### src/rtl/func_seq_alu_hs.sv
// Handshaked sequential ALU for a CGRA processing element: single-cycle ops plus iterative sdiv.
// Optional err output enabled by defining FUNC_SEQ_ALU_ERR_FLAGS_EN.
module func_seq_alu_hs #(
    parameter int unsigned SIZE = 32
) (
    input  logic            clk,
    input  logic            reset,
    input  logic [SIZE-1:0] in_a,
    input  logic [SIZE-1:0] in_b,
    input  logic [3:0]      select,
    input  logic            in_valid,
    output logic            in_ready,
    output logic [SIZE-1:0] out,
    output logic            out_valid,
`ifdef FUNC_SEQ_ALU_ERR_FLAGS_EN
    output logic [1:0]      err,
`endif
    input  logic            out_ready
);

    localparam int unsigned SHW = $clog2(SIZE);

    localparam logic [3:0] OpAdd  = 4'd0;
    localparam logic [3:0] OpMul  = 4'd1;
    localparam logic [3:0] OpSub  = 4'd2;
    localparam logic [3:0] OpSdiv = 4'd3;
    localparam logic [3:0] OpAnd  = 4'd4;
    localparam logic [3:0] OpOr   = 4'd5;
    localparam logic [3:0] OpXor  = 4'd6;
    localparam logic [3:0] OpShl  = 4'd7;
    localparam logic [3:0] OpAshr = 4'd8;
    localparam logic [3:0] OpLshr = 4'd9;

    typedef enum logic [0:0] {StIdle, StDiv} state_e;

    state_e          state_q;
    logic [SHW-1:0]  cnt_q;
    logic [SIZE-1:0] quo_q, rem_q, div_q;
    logic            neg_q, dz_q;
    logic [SIZE-1:0] out_q;
    logic            out_valid_q;
    logic [1:0]      err_q;

    logic            accept;
    logic [SIZE-1:0] alu_res;
    logic            illegal;
    logic [SHW-1:0]  shamt;
    logic [SIZE:0]   trial;
    logic [SIZE-1:0] quo_d, rem_d, div_res;

    assign in_ready  = (state_q == StIdle) && (!out_valid_q || out_ready);
    assign accept    = in_valid && in_ready;
    assign out       = out_q;
    assign out_valid = out_valid_q;
`ifdef FUNC_SEQ_ALU_ERR_FLAGS_EN
    assign err       = err_q;
`endif
    assign shamt     = in_b[SHW-1:0];

    always_comb begin
        alu_res = '0;
        illegal = 1'b0;
        case (select)
            OpAdd:   alu_res = in_a + in_b;
            OpMul:   alu_res = in_a * in_b;
            OpSub:   alu_res = in_a - in_b;
            OpAnd:   alu_res = in_a & in_b;
            OpOr:    alu_res = in_a | in_b;
            OpXor:   alu_res = in_a ^ in_b;
            OpShl:   alu_res = in_a << shamt;
            OpAshr:  alu_res = $signed(in_a) >>> shamt;
            OpLshr:  alu_res = in_a >> shamt;
            OpSdiv:  alu_res = '0;
            default: illegal = 1'b1;
        endcase
    end

    // One restoring step: shift the next dividend bit into the partial remainder and try subtracting.
    always_comb begin
        trial = {rem_q, quo_q[SIZE-1]} - {1'b0, div_q};
        if (!trial[SIZE]) begin
            rem_d = trial[SIZE-1:0];
            quo_d = {quo_q[SIZE-2:0], 1'b1};
        end else begin
            rem_d = {rem_q[SIZE-2:0], quo_q[SIZE-1]};
            quo_d = {quo_q[SIZE-2:0], 1'b0};
        end
        if (dz_q) begin
            div_res = '1;
        end else if (neg_q) begin
            div_res = -quo_d;
        end else begin
            div_res = quo_d;
        end
    end

    always_ff @(posedge clk) begin
        if (reset) begin
            state_q     <= StIdle;
            cnt_q       <= '0;
            quo_q       <= '0;
            rem_q       <= '0;
            div_q       <= '0;
            neg_q       <= 1'b0;
            dz_q        <= 1'b0;
            out_q       <= '0;
            out_valid_q <= 1'b0;
            err_q       <= 2'b00;
        end else begin
            if (out_valid_q && out_ready) begin
                out_valid_q <= 1'b0;
            end
            unique case (state_q)
                StIdle: begin
                    if (accept) begin
                        if (select == OpSdiv) begin
                            state_q <= StDiv;
                            cnt_q   <= '0;
                            quo_q   <= in_a[SIZE-1] ? -in_a : in_a;
                            div_q   <= in_b[SIZE-1] ? -in_b : in_b;
                            rem_q   <= '0;
                            neg_q   <= in_a[SIZE-1] ^ in_b[SIZE-1];
                            dz_q    <= (in_b == '0);
                        end else begin
                            out_q       <= alu_res;
                            out_valid_q <= 1'b1;
                            err_q       <= {illegal, 1'b0};
                        end
                    end
                end
                StDiv: begin
                    quo_q <= quo_d;
                    rem_q <= rem_d;
                    cnt_q <= cnt_q + 1'b1;
                    // Accept only happened with the output slot free or draining, so it is free now.
                    if (cnt_q == SHW'(SIZE - 1)) begin
                        state_q     <= StIdle;
                        out_q       <= div_res;
                        out_valid_q <= 1'b1;
                        err_q       <= {1'b0, dz_q};
                    end
                end
                default: state_q <= StIdle;
            endcase
        end
    end

endmodule

### config.mk
export PLATFORM = sky130hd
export DESIGN_NAME = func_seq_alu_hs
export DESIGN_NICKNAME = d
export VERILOG_FILES = /design/src/rtl/func_seq_alu_hs.sv
export SDC_FILE = /design/constraint.sdc
export NUM_CORES = 2
export LEC_CHECK = 0
export CAP_MARGIN = 30
export CORE_ASPECT_RATIO = 1.75
export CORE_UTILIZATION = 59
export CTS_CLUSTER_DIAMETER = 40
export CTS_CLUSTER_SIZE = 12
export DETAILED_ROUTE_END_ITERATION = 12
export GPL_TIMING_DRIVEN = 0
export MAX_ROUTING_LAYER = met4
export PLACE_DENSITY = 0.87
export SLEW_MARGIN = 20
export SYNTH_ARGS = -nofsm -noshare
export SYNTH_HDL_FRONTEND = slang
export SYNTH_SLANG_ARGS = --single-unit
### constraint.sdc
create_clock -name clk -period 10.1 [get_ports clk]
set_clock_uncertainty 0.1 [all_clocks]
set_input_delay 2.02 -clock clk [delete_from_list [all_inputs] [get_ports clk]]
set_output_delay 2.02 -clock clk [all_outputs]
set_load 0.03 [all_outputs]
==> results of run 1 <==
[layer usage]
metal | global-route usage | overflow
met1 | 0.7634 | 4
met2 | 0.9656 | 487
met3 | 0.5509 | 9
met4 | 0.7565 | 167
met5 | - | -
[stage by stage]
step	area, um^2	TNS, ns	cells
after floorplan	31720	0	3981
after global placement	33600	-46.34	4767
after detailed placement	33820	-48.18	4785
after CTS	35170	0	4821
[cell families after synthesis]
| kind of cell | Yosys count | synth area share |
|---|---|---|
| AND/OR/NAND/NOR | 1247 | 0.1707 |
| AO/OA/AOI/OAI | 817 | 0.1693 |
| buffers and inverters | 770 | 0.09238 |
| adder cells (fa/ha/maj) | 667 | 0.3601 |
| XOR/XNOR | 233 | 0.06433 |
| flip-flops | 137 | 0.08646 |
| multiplexers | 110 | 0.05676 |
[repair_timing]
| action | in CTS |
|---|---|
| endpoints found under the setup margin | 24 |
| gates cloned | 0 |
| setup buffers | 19 |
| gates resized for setup | 363 |
| pin swaps | 3 |
[Yosys cell counts (36+ instances only)]
library cell,n,share of area
nor2_1,560,0.066
inv_1,469,0.055
nand2_1,418,0.049
fa_1,410,0.26
ha_1,257,0.10
clkbuf_1,195,0.023
a21oi_1,191,0.030
xnor2_1,190,0.052
o21ai_0,176,0.028
dfxtp_1,137,0.086
a21o_1,58,0.014
a211oi_1,57,0.013
buf_1,54,0.0064
mux4_2,54,0.038
a22oi_1,50,0.012
nor3_1,46,0.0073
xor2_1,43,0.012
a221oi_1,41,0.011
mux2i_1,37,0.012
nand3_1,36,0.0057
==> results.yml, run 1 <==
die:
  rows: 112
  start_util: 0.5957
  die_x_um: 177.3
  io_pins: 106
  dieHeight_um: 308.7
synth:
  yosysUniqueCellTypes: 86
  syn-cell-area_mm2: 0.03172
  ys_ff_latch: 137
  yosysWarnings: 0
  syn_inst: 3981
  synth_fp_nets: 4720
  ys_seq_area_frac: 0.08646
  ys_async_sr_fraction: 0
  synth-edff-count: 0
  synth_area_per_cell_um2: 7.968
  ys.flop_type: "dfxtp_1"
clock_tree:
  hold_buffers: 0
  cts_root_buf: "clkbuf_16"
  cts.sinks: 137
  cts.path.max_buffers: 2
  cts_buffers: 17
  cts_htree_levels: 4
placed_design:
  dp_slack_ns: -3.352
  dp_hpwl_um: 138100
  gp_congestion: 1.314
  port_buffers: 102
run_status:
  haltStage: "global routing (5_1_grt)"
  status: "stopped before the end"
  tool.error: "[ERROR GRT-0116] Global routing finished with congestion. Check the congestion regions in the DRC Viewer."
grt:
  globalRouteOverflowTotal: 667
  grt_pass1_wl_um: 304000
  grt_max_degree: 20
  grt_usage: 0.7760
  grt_pass1_vias: 39330
==> inputs of run 2 (changes only) <==
==> config.mk (replaced) <==
export PLATFORM = sky130hd
export DESIGN_NAME = func_seq_alu_hs
export DESIGN_NICKNAME = d
export VERILOG_FILES = /design/src/rtl/func_seq_alu_hs.sv
export SDC_FILE = /design/constraint.sdc
export NUM_CORES = 2
export LEC_CHECK = 0
export CAP_MARGIN = 30
export CORE_UTILIZATION = 40
export DETAILED_ROUTE_END_ITERATION = 12
export GPL_TIMING_DRIVEN = 0
export PLACE_DENSITY_LB_ADDON = 0.15
export SLEW_MARGIN = 20
export SYNTH_ARGS = -nofsm -noshare
export SYNTH_HDL_FRONTEND = slang
export SYNTH_SLANG_ARGS = --single-unit
==> constraint.sdc (replaced) <==
create_clock -name clk -period 13.1 [get_ports clk]
set_clock_uncertainty 0.1 [all_clocks]
set_input_delay 2.62 -clock clk [delete_from_list [all_inputs] [get_ports clk]]
set_output_delay 2.62 -clock clk [all_outputs]
set_load 0.03 [all_outputs]
==> run 2 against run 1 <==
Against the previous run:
- synthesized area did not move
- synthesized cell count did not move
- the flow now finishes, with violations (setup timing)
==> results.yml, run 2 <==
synth:
  ys.flop_type: "dfxtp_1"
  synth_fp_nets: 4720
  yosysWarnings: 0
  syn_inst: 3981
  netlist_top_cells_area: "fa_1 26%, ha_1 10%, dfxtp_1 8.6%"
  synth_area_per_cell_um2: 7.968
  ys_ff_latch: 137
  ys_seq_area_frac: 0.08646
  syn-cell-area_mm2: 0.03172
  yosys.area.top_type: "fa_1"
  yosysUniqueCellTypes: 86
  synth-edff-count: 0
  ys_top_cells_by_count: "560 x nor2_1, 469 x inv_1, 418 x nand2_1"
  yosysTopAreaCellShare: 0.2588
  ys_async_sr_fraction: 0
  synth.most_common_cell: "nor2_1"
sta:
  max_slew_margin: 0.2466
  layout_min_cycle_time_ns: 13.11
  tightest_slew_ns: 1.130
  hold_viol_final: 0
  period_share: 1.001
  finalSetupViolations: 1
  fmax_mhz: 76.29
  setup_ws_ns: -0.007251
  finalMaxSlewViolations: 0
  rsz0062_at_grt: "no"
flow_run:
  cap_viol_max_count: 0
cells_and_area:
  area_growth_pct: 10.51
  final_common_cell: "nor2_1"
  drive_above_1_share: 0.05436
  fin_area_mm2: 0.03505
  multi_input_area_mm2: 0.02607
  regArea_mm2: 0.002743
  num-fill-cells: 8058
  nets: 4866
  final_cell_mix: "560 x nor2_1, 468 x inv_1, 418 x nand2_1, 410 x fa_1, 257 x ha_1"
clock_tree:
  tritoncts: "done"
  cts_buffers: 17
  path_clk_slew_ns: 0.07
  clk_latency_ns: 0.45
  cts_root_buf: "clkbuf_16"
  cts.sinks: 137
  cts.path.max_buffers: 2
  cts_htree_levels: 4
  post_cts_buffers: 0
  hold_buffers: 0
detailed_routing:
  drc: 0
  drt_iter0_drc: 3937
  vias: 32800
  wl_met3_um: 20630
  routed_wl_um: 180000
  routed-wl-met2_um: 73720
  routed.top_layer: "met5"
  wire_per_inst_um: 34.74
  final_antenna_net_count: 0
  via_per_inst: 6.331
  first_pass_iters: 6
  wl_met1_um: 71400
critical_path:
  critPathMaxFanout: 10
  cp-end-kind: "flop"
  startpoint_type: "primary input"
  rrSetupSlack_ns: 6.65
  cp.arrival_ns: 13.30
  max_stage_delay_ns: 0.80
  critPathSlowestCell: "clkdlybuf4s50_1"
  crit_buf_inv: 9
  crit_type: "in -> reg"
  critPathMostFrequentCell: "fa_1"
  cp.required_ns: 13.29
  path_delay_family: "adder cells"
die:
  dieHeight_um: 283.6
  die_x_um: 283.6
  fp.dieArea_mm2: 0.08043
  core_mm2: 0.07798
  io_pins: 106
  rows: 102
  start_util: 0.4068
grt:
  globalRouteOverflowTotal: 0
  grt_pass1_wl_um: 248900
  grt_pass1_vias: 31710
  antenna_found_initial: 11
  grt_usage: 0.4416
  grt_max_degree: 21
run_status:
  status: "complete, but fails checks"
  violations: "setup timing"
placed_design:
  dpl_cell_area_mm2: 0.03442
  dp_hpwl_um: 147200
  port_buffers: 102
  gp_congestion: 1.058
worst_hold_path:
  hold_path.class: "reg -> reg"
[run 2: cell counts after synthesis]
Identical to the previous run, type by type.
[run 2: cell families after synthesis]
logic type	share of synthesized area
compound gates	0.1693
xor+xnor	0.06433
fa+ha+maj	0.3601
buf+inv	0.09238
flops	0.08646
mux	0.05676
simple gates	0.1707
[run 2: final cells by class]
class	instances	area share
Buffer	270	0.03077
Multi-Input combinational cell	3074	0.7437
Antenna cell	2	0.0001428
Sequential cell	137	0.07824
Tap cell	1040	0.03712
Timing Repair Buffer	133	0.03990
Clock inverter	13	0.004854
Inverter	494	0.05300
Clock buffer	18	0.01224
[run 2: worst paths after layout]
kind               endpoint  cells past startpoint      start
hold / removal    div_q[31]                      2  div_q[31]
setup reg to reg    out[30]                     22  quo_q[31]
setup / recovery    out[30]                     30    in_b[3]
hold reg to reg   div_q[31]                      2  div_q[31]
[run 2: metal layers]
metal,up-vias,GRT usage
li1,13590,-
met1,16460,0.5795
met2,2192,0.6378
met3,546,0.1190
met4,12,0.2859
met5,-,0
[run 2: through the flow]
step           worst slack [ns]  setup TNS (ns)  utilization  instances  hold slack [ns]
2_1_floorplan             2.271               0            -       3981           0.3363
3_3_place_gp             -1.948          -21.98       0.4366       5123           0.3468
3_5_place_dp             -1.626          -14.65       0.4414       5151           0.3693
4_1_cts                 0.01426               0       0.4492       5180           0.3815
5_1_grt                0.009522               0       0.4495       5179           0.3952
6_report              -0.007251       -0.007251       0.4496       5181           0.3811
[run 2: worst reg2reg max path, delay by kind of cell (launching register included)]
kind            cells  cell delay, ns
compound gates      9            2.29
xor+xnor            1            0.14
fa+ha+maj           3            1.04
buf+inv             3            1.01
flops               1            0.37
simple gates        6            1.43
[run 2: what timing repair did]
| action | in CTS | in global routing |
|---|---|---|
| endpoints found under the hold margin | 0 | 0 |
| resized for setup | 7 | 3 |
| setup endpoints to repair | 13 | 8 |
Power of run 2 is left out: the tool's default activity adds up to more than one toggle a clock period on the data nets, which glitch-free logic cannot reach.
